<file path="config.mk">
export PLATFORM = sky130hd
export DESIGN_NAME = if_fetch_unit
export DESIGN_NICKNAME = d
export VERILOG_FILES = /design/src/rtl/if_fetch_unit.sv
export SDC_FILE = /design/constraint.sdc
export NUM_CORES = 1
export LEC_CHECK = 0
export ABC_AREA = 1
export BUFFER_PORTS_ARGS = -buffer_cell sky130_fd_sc_hd__buf_2
export CAP_MARGIN = 40
export CELL_PAD_IN_SITES_DETAIL_PLACEMENT = 1
export CELL_PAD_IN_SITES_GLOBAL_PLACEMENT = 2
export CORE_ASPECT_RATIO = 1.4
export CORE_UTILIZATION = 33
export CTS_CLUSTER_DIAMETER = 150
export DETAILED_ROUTE_END_ITERATION = 10
export PLACE_DENSITY_LB_ADDON = 0.15
export SKIP_LAST_GASP = 1
export SLEW_MARGIN = 20
export SYNTH_ARGS = -nofsm -noshare
export SYNTH_HDL_FRONTEND = slang
export SYNTH_SLANG_ARGS = --single-unit
</file>
<file path="constraint.sdc">
create_clock -name CLK -period 6.1 [get_ports CLK]
set_input_delay 0.915 -clock CLK [delete_from_list [all_inputs] [get_ports CLK]]
set_output_delay 0.915 -clock CLK [all_outputs]
set_load 0.03 [all_outputs]
</file>
<file path="src/rtl/if_fetch_unit.sv">
// Instruction fetch stage: fetch PC, in-order request tracking, prefetch FIFO and registered IFPC/INS output.
// Optional macro IF_ALIGN_CHECK_EN: misaligned redirect targets raise sticky IFMisalign and halt fetch.
module if_fetch_unit #(
    parameter logic [31:0] RESET_PC = 32'h0000_0000,
    parameter int unsigned DEPTH    = 2
) (
    input  logic        CLK,
    input  logic        rst_n,
    input  logic        Stall,
    input  logic        Redirect,
    input  logic [31:0] RedirectPC,
    output logic        IMemReq,
    output logic [31:0] IMemAddr,
    input  logic        IMemGnt,
    input  logic        IMemRValid,
    input  logic [31:0] IMemRData,
    output logic [31:0] IFPC,
    output logic [31:0] INS,
    output logic        IFValid,
    output logic        IFMisalign
);
    localparam int unsigned PW = $clog2(DEPTH);
    localparam int unsigned CW = PW + 1;
    localparam int unsigned SW = CW + 1;
    localparam logic [31:0] NOP = 32'h0000_0013;

    logic [31:0]   pc_q, pc_d;
    logic [PW-1:0] rd_q, rd_d, wr_q, wr_d;
    logic [PW-1:0] ard_q, ard_d, awr_q, awr_d;
    logic [CW-1:0] cnt_q, cnt_d, osd_q, osd_d, dsc_q, dsc_d;
    logic [31:0]   ifpc_q, ifpc_d, ins_q, ins_d;
    logic          ifv_q, ifv_d, mis_q, mis_d;

    logic [31:0]   fd_q [DEPTH];
    logic [31:0]   fp_q [DEPTH];
    logic [31:0]   ap_q [DEPTH];

    logic          req_c, gnt, resp, keep, enq, pop, halted, redir_mis;
    logic [31:0]   redir_pc, resp_pc;

`ifdef IF_ALIGN_CHECK_EN
    assign redir_pc  = RedirectPC;
    assign redir_mis = (RedirectPC[1:0] != 2'b00);
    assign halted    = mis_q;
`else
    assign redir_pc  = RedirectPC & 32'hFFFF_FFFC;
    assign redir_mis = 1'b0;
    assign halted    = 1'b0;
`endif

    // Occupancy of buffered plus in-flight words bounds new requests, so the FIFO never overflows.
    assign req_c   = rst_n && ((SW'(cnt_q) + SW'(osd_q)) < SW'(DEPTH)) && !Redirect && !halted;
    assign gnt     = req_c && IMemGnt;
    assign resp    = IMemRValid && (osd_q != '0);
    assign keep    = resp && (dsc_q == '0);
    assign resp_pc = ap_q[ard_q];

    assign IMemReq    = req_c;
    assign IMemAddr   = pc_q;
    assign IFPC       = ifpc_q;
    assign INS        = ins_q;
    assign IFValid    = ifv_q;
    assign IFMisalign = mis_q;

    // Next-state logic for fetch PC, request tracking, prefetch FIFO and output register.
    always_comb begin
        pc_d   = pc_q;
        rd_d   = rd_q;
        wr_d   = wr_q;
        ard_d  = ard_q;
        awr_d  = awr_q;
        cnt_d  = cnt_q;
        osd_d  = osd_q;
        dsc_d  = dsc_q;
        ifpc_d = ifpc_q;
        ins_d  = ins_q;
        ifv_d  = ifv_q;
        mis_d  = mis_q;
        enq    = 1'b0;
        pop    = 1'b0;

        if (gnt) begin
            pc_d  = pc_q + 32'd4;
            awr_d = awr_q + PW'(1);
        end
        if (resp) begin
            ard_d = ard_q + PW'(1);
        end
        osd_d = osd_q + CW'(gnt) - CW'(resp);
        if (resp && !keep) begin
            dsc_d = dsc_q - CW'(1);
        end

        if (Redirect) begin
            // Every word still in flight after this cycle belongs to the flushed stream.
            pc_d  = redir_pc;
            rd_d  = '0;
            wr_d  = '0;
            cnt_d = '0;
            ins_d = NOP;
            ifv_d = 1'b0;
            dsc_d = osd_q - CW'(resp);
            mis_d = redir_mis;
        end else begin
            if (!Stall) begin
                if (cnt_q != '0) begin
                    pop    = 1'b1;
                    ifpc_d = fp_q[rd_q];
                    ins_d  = fd_q[rd_q];
                    ifv_d  = 1'b1;
                end else if (keep) begin
                    ifpc_d = resp_pc;
                    ins_d  = IMemRData;
                    ifv_d  = 1'b1;
                end else begin
                    ins_d = NOP;
                    ifv_d = 1'b0;
                end
            end
            enq = keep && (Stall || (cnt_q != '0));
            if (pop) begin
                rd_d = rd_q + PW'(1);
            end
            if (enq) begin
                wr_d = wr_q + PW'(1);
            end
            cnt_d = cnt_q + CW'(enq) - CW'(pop);
        end
    end

    // Control and output state.
    always_ff @(posedge CLK or negedge rst_n) begin
        if (!rst_n) begin
            pc_q   <= RESET_PC;
            rd_q   <= '0;
            wr_q   <= '0;
            ard_q  <= '0;
            awr_q  <= '0;
            cnt_q  <= '0;
            osd_q  <= '0;
            dsc_q  <= '0;
            ifpc_q <= 32'h0;
            ins_q  <= NOP;
            ifv_q  <= 1'b0;
            mis_q  <= 1'b0;
        end else begin
            pc_q   <= pc_d;
            rd_q   <= rd_d;
            wr_q   <= wr_d;
            ard_q  <= ard_d;
            awr_q  <= awr_d;
            cnt_q  <= cnt_d;
            osd_q  <= osd_d;
            dsc_q  <= dsc_d;
            ifpc_q <= ifpc_d;
            ins_q  <= ins_d;
            ifv_q  <= ifv_d;
            mis_q  <= mis_d;
        end
    end

    // Storage arrays; contents are only read when the matching count marks them valid.
    always_ff @(posedge CLK) begin
        if (enq) begin
            fd_q[wr_q] <= IMemRData;
            fp_q[wr_q] <= resp_pc;
        end
        if (gnt) begin
            ap_q[awr_q] <= pc_q;
        end
    end
endmodule

</file>
==> results by group <==
Status
  – Status: complete, but fails checks
  – Failing checks: design-rule violations

Setup path
  – Critical R2R Launch: dsc_q[0]
  – Critical path required time: 5.18 ns
  – Crit-path slowest cell: fa_1
  – Worst Path Arrival: 2.17 ns
  – Cell family with most CP delay: adder cells
  – Crit-path most repeated cell: nand2_1
  – Worst Path Max Fanout: 5
  – Worst setup EP type: output port
  – CP Class: reg -> out
  – R2R Setup Slk: 3.29 ns
  – Buf/Inv on CP: 2
  – Reg-to-reg endpoint: fp_q[0][31]
  – Worst path max stage delay: 0.46 ns
  – Reg2Reg Depth: 8
  – Crit-path cells: nand2_1 > inv_1 > fa_1 > nor2_2 > nand2_1 > nor2_1 > buf_2
  – Crit path launch type: flip-flop

Clock network
  – # clock sinks: 287
  – TritonCTS Buffers: 30
  – Htree depth: 1
  – Clk buf depth: 3
  – Clock Pin Slew Worst Setup and Hold Paths: 0.07 ns
  – Root buffer cell: clkbuf_16
  – CTS resizes: 0
  – Clock latency on the worst-skew pair: 0.56 ns
  – CTS Hold Bufs: 0
  – Setup bufs post-CTS: 0
  – CTS tree: done

Logic synthesis
  – Synth warn: 0
  – Synth Cell Area: 12500 µm²
  – Most common cell in the netlist: nand2_1
  – Post-synth top area cell: edfxtp_1
  – Syn Inst Count: 1243
  – Synthesis-stage register bit count: 287
  – Post-synth EDFFs: 184
  – Synth top area share: 44.4%
  – Top FF cell, synth: edfxtp_1
  – Largest cells by area after synthesis: edfxtp_1 (44%), dfrtp_1 (20%), nand2_1 (9.8%), nand3_1 (3.9%), nor2_1 (3.6%)
  – Async S/R FF share, synth: 35.9%
  – Synth cell count leaders: nand2_1 (325), edfxtp_1 (184), nor2_1 (118)
  – Synth cell types: 32
  – Average size of a mapped cell: 10.0 µm²
  – Seq/Total Area, Yosys: 65.1%

Worst hold path
  – Hold Crit Class: in -> async

Timing
  – Layout Skew: 0.0108 ns
  – Period utilization: 50.6%
  – Worst slew pin tran: 0.818 ns
  – Final hold viol count: 0
  – Final WS setup: 3.01 ns
  – Final setup vio count: 0
  – Achievable Freq: 324 MHz
  – RSZ-0062 raised after global routing: false
  – Post-layout min period: 3.09 ns
  – Final Max Slew Viols: 0
  – Final TNS setup: 0 ns
  – Rel. slew slack: 45.5%

Drt
  – DR vias/cell: 4.83
  – Via count: 9113
  – Routed wire per std cell: 18.6 µm
  – DRC viols: 8
  – DR pass1 iterations: 7
  – WL final: 35100 µm
  – Antenna-violating nets left: 0
  – Initial DRC count: 359

Placement
  – Final HPWL DP: 22900 µm
  – Routability cong.: 0.823
  – PortBufs: 161
  – Pre-CTS setup slack: 2.59 ns

Global routing
  – Pin count of the biggest net entering global routing: 65
  – GRT Total Usage: 18.7%
  – First-pass GRT wire length: 55400 µm
  – Initial antenna violation count: 1
  – Grt total ovfl: 0
  – Vias in the first global route: 9800

Power
  – Pleak: 0.00638 µW
  – VDD IR max: 0.286 mV
  – PnR Total Power: 6890 µW
  – Cell Pwr Density: 463 nW/µm²

Floorplan
  – Cell row count: 83
  – DIE AREA: 38500 µm²
  – Die Wd: 166 µm
  – DIE HEIGHT: 232 µm
  – # IOs: 169
  – Starting Density: 33.7%
  – Core ar.: 37000 µm²

Layout
  – Multi-input logic area: 3710 µm²
  – Fin util: 40.3%
  – FILL cells: 4214
  – Register Area: 8110 µm²
  – Share of cells above drive strength 1: 18.9%
  – Final #Nets: 1473
  – Area Growth Syn to Fin: 19.5%

Flow run
  – Max-Cap Viols: 0
## layer usage
metal | vias to the layer above | track usage [%] | routed length [µm]
met1 | 4474 | 22.7 | 15100
met4 | 0 | 5.61 | 686
li1 | 4421 | - | -
met3 | 45 | 2.27 | 1190
met2 | 173 | 34.4 | 18100
met5 | - | 0 | 0
## metrics by stage
step	area, µm²	cells	hold slack [ns]
after floorplan	12500	1247	0.487
after global placement	13700	1824	0.456
after detailed placement	13800	1830	0.460
after CTS	14900	1886	0.249
after global routing	14900	1887	0.272
final	14900	1887	0.269
## layout by cell type, fill, tap and decap left out, types with 13 or more instances in the layout
cell type,count
a21oi_1,21
buf_2,160
buf_4,13
clkbuf_16,31
dfrtp_1,99
edfxtp_1,184
inv_1,102
nand2_1,324
nand3_1,98
nor2_1,112
nor3_1,18
o21ai_0,54
o21ai_1,84
## power breakdown
part | switching, µW | total (µW) | internal [µW]
Combinational | 1610 | 2290 | 674
Sequential | 248 | 2690 | 2440
Clock | 761 | 1920 | 1160
Total | 2620 | 6890 | 4270
## worst max-delay path by stage
stage,slack [ns],startpoint,to,depth (start not counted)
floorplan,1.61,IMemRValid,fd_q[0][0],5
global placement,2.34,Redirect,ap_q[1][8],4
detailed placement,2.59,Redirect,fp_q[0][19],6
CTS,2.94,osd_q[0],IMemReq,7
global route,2.90,osd_q[0],IMemReq,7
finish,3.01,osd_q[0],IMemReq,7
## worst reg2reg max path: cells and delay by family, from the launching register on
family / cells / cell delay (ns)
buffers and inverters: 4 / 1.18
adders and majority gates: 1 / 0.16
and+or+nand+nor: 2 / 0.47
AOI/OAI and AO/OA: 1 / 0.21
DFF: 1 / 0.36
## cell families after synthesis
family / count (synthesis) / synth area share [%]
AOI/OAI and AO/OA: 180 / 7.67
xor gates and xnor gates: 14 / 0.984
adders and majority gates: 8 / 0.864
buffers and inverters: 169 / 5.63
DFF: 287 / 65.1
muxes: 4 / 0.362
other: 1 / 0.0301
and+or+nand+nor: 580 / 19.4
## area by class of cell
class | instances | area share (%)
inverter | 106 | 2.67
clock buffer | 42 | 5.83
sequential | 287 | 54.5
tap | 467 | 3.93
clock inverter | 14 | 1.17
antenna | 1 | 0.0168
multi-input combinational | 791 | 24.9
timing repair buffer | 179 | 7.00
## sequential cells by signal, indices dropped and copies added (netlist names)
name and flops:
ap_q 60, dsc_q 2, fd_q 64, wr_q 1
osd_q 2, IFValid 1, rd_q 1, INS 32
IFPC 30, IMemAddr 30, cnt_q 2, ard_q 1
fp_q 60, awr_q 1
Note: power is estimated with default switching activity, not from simulation.
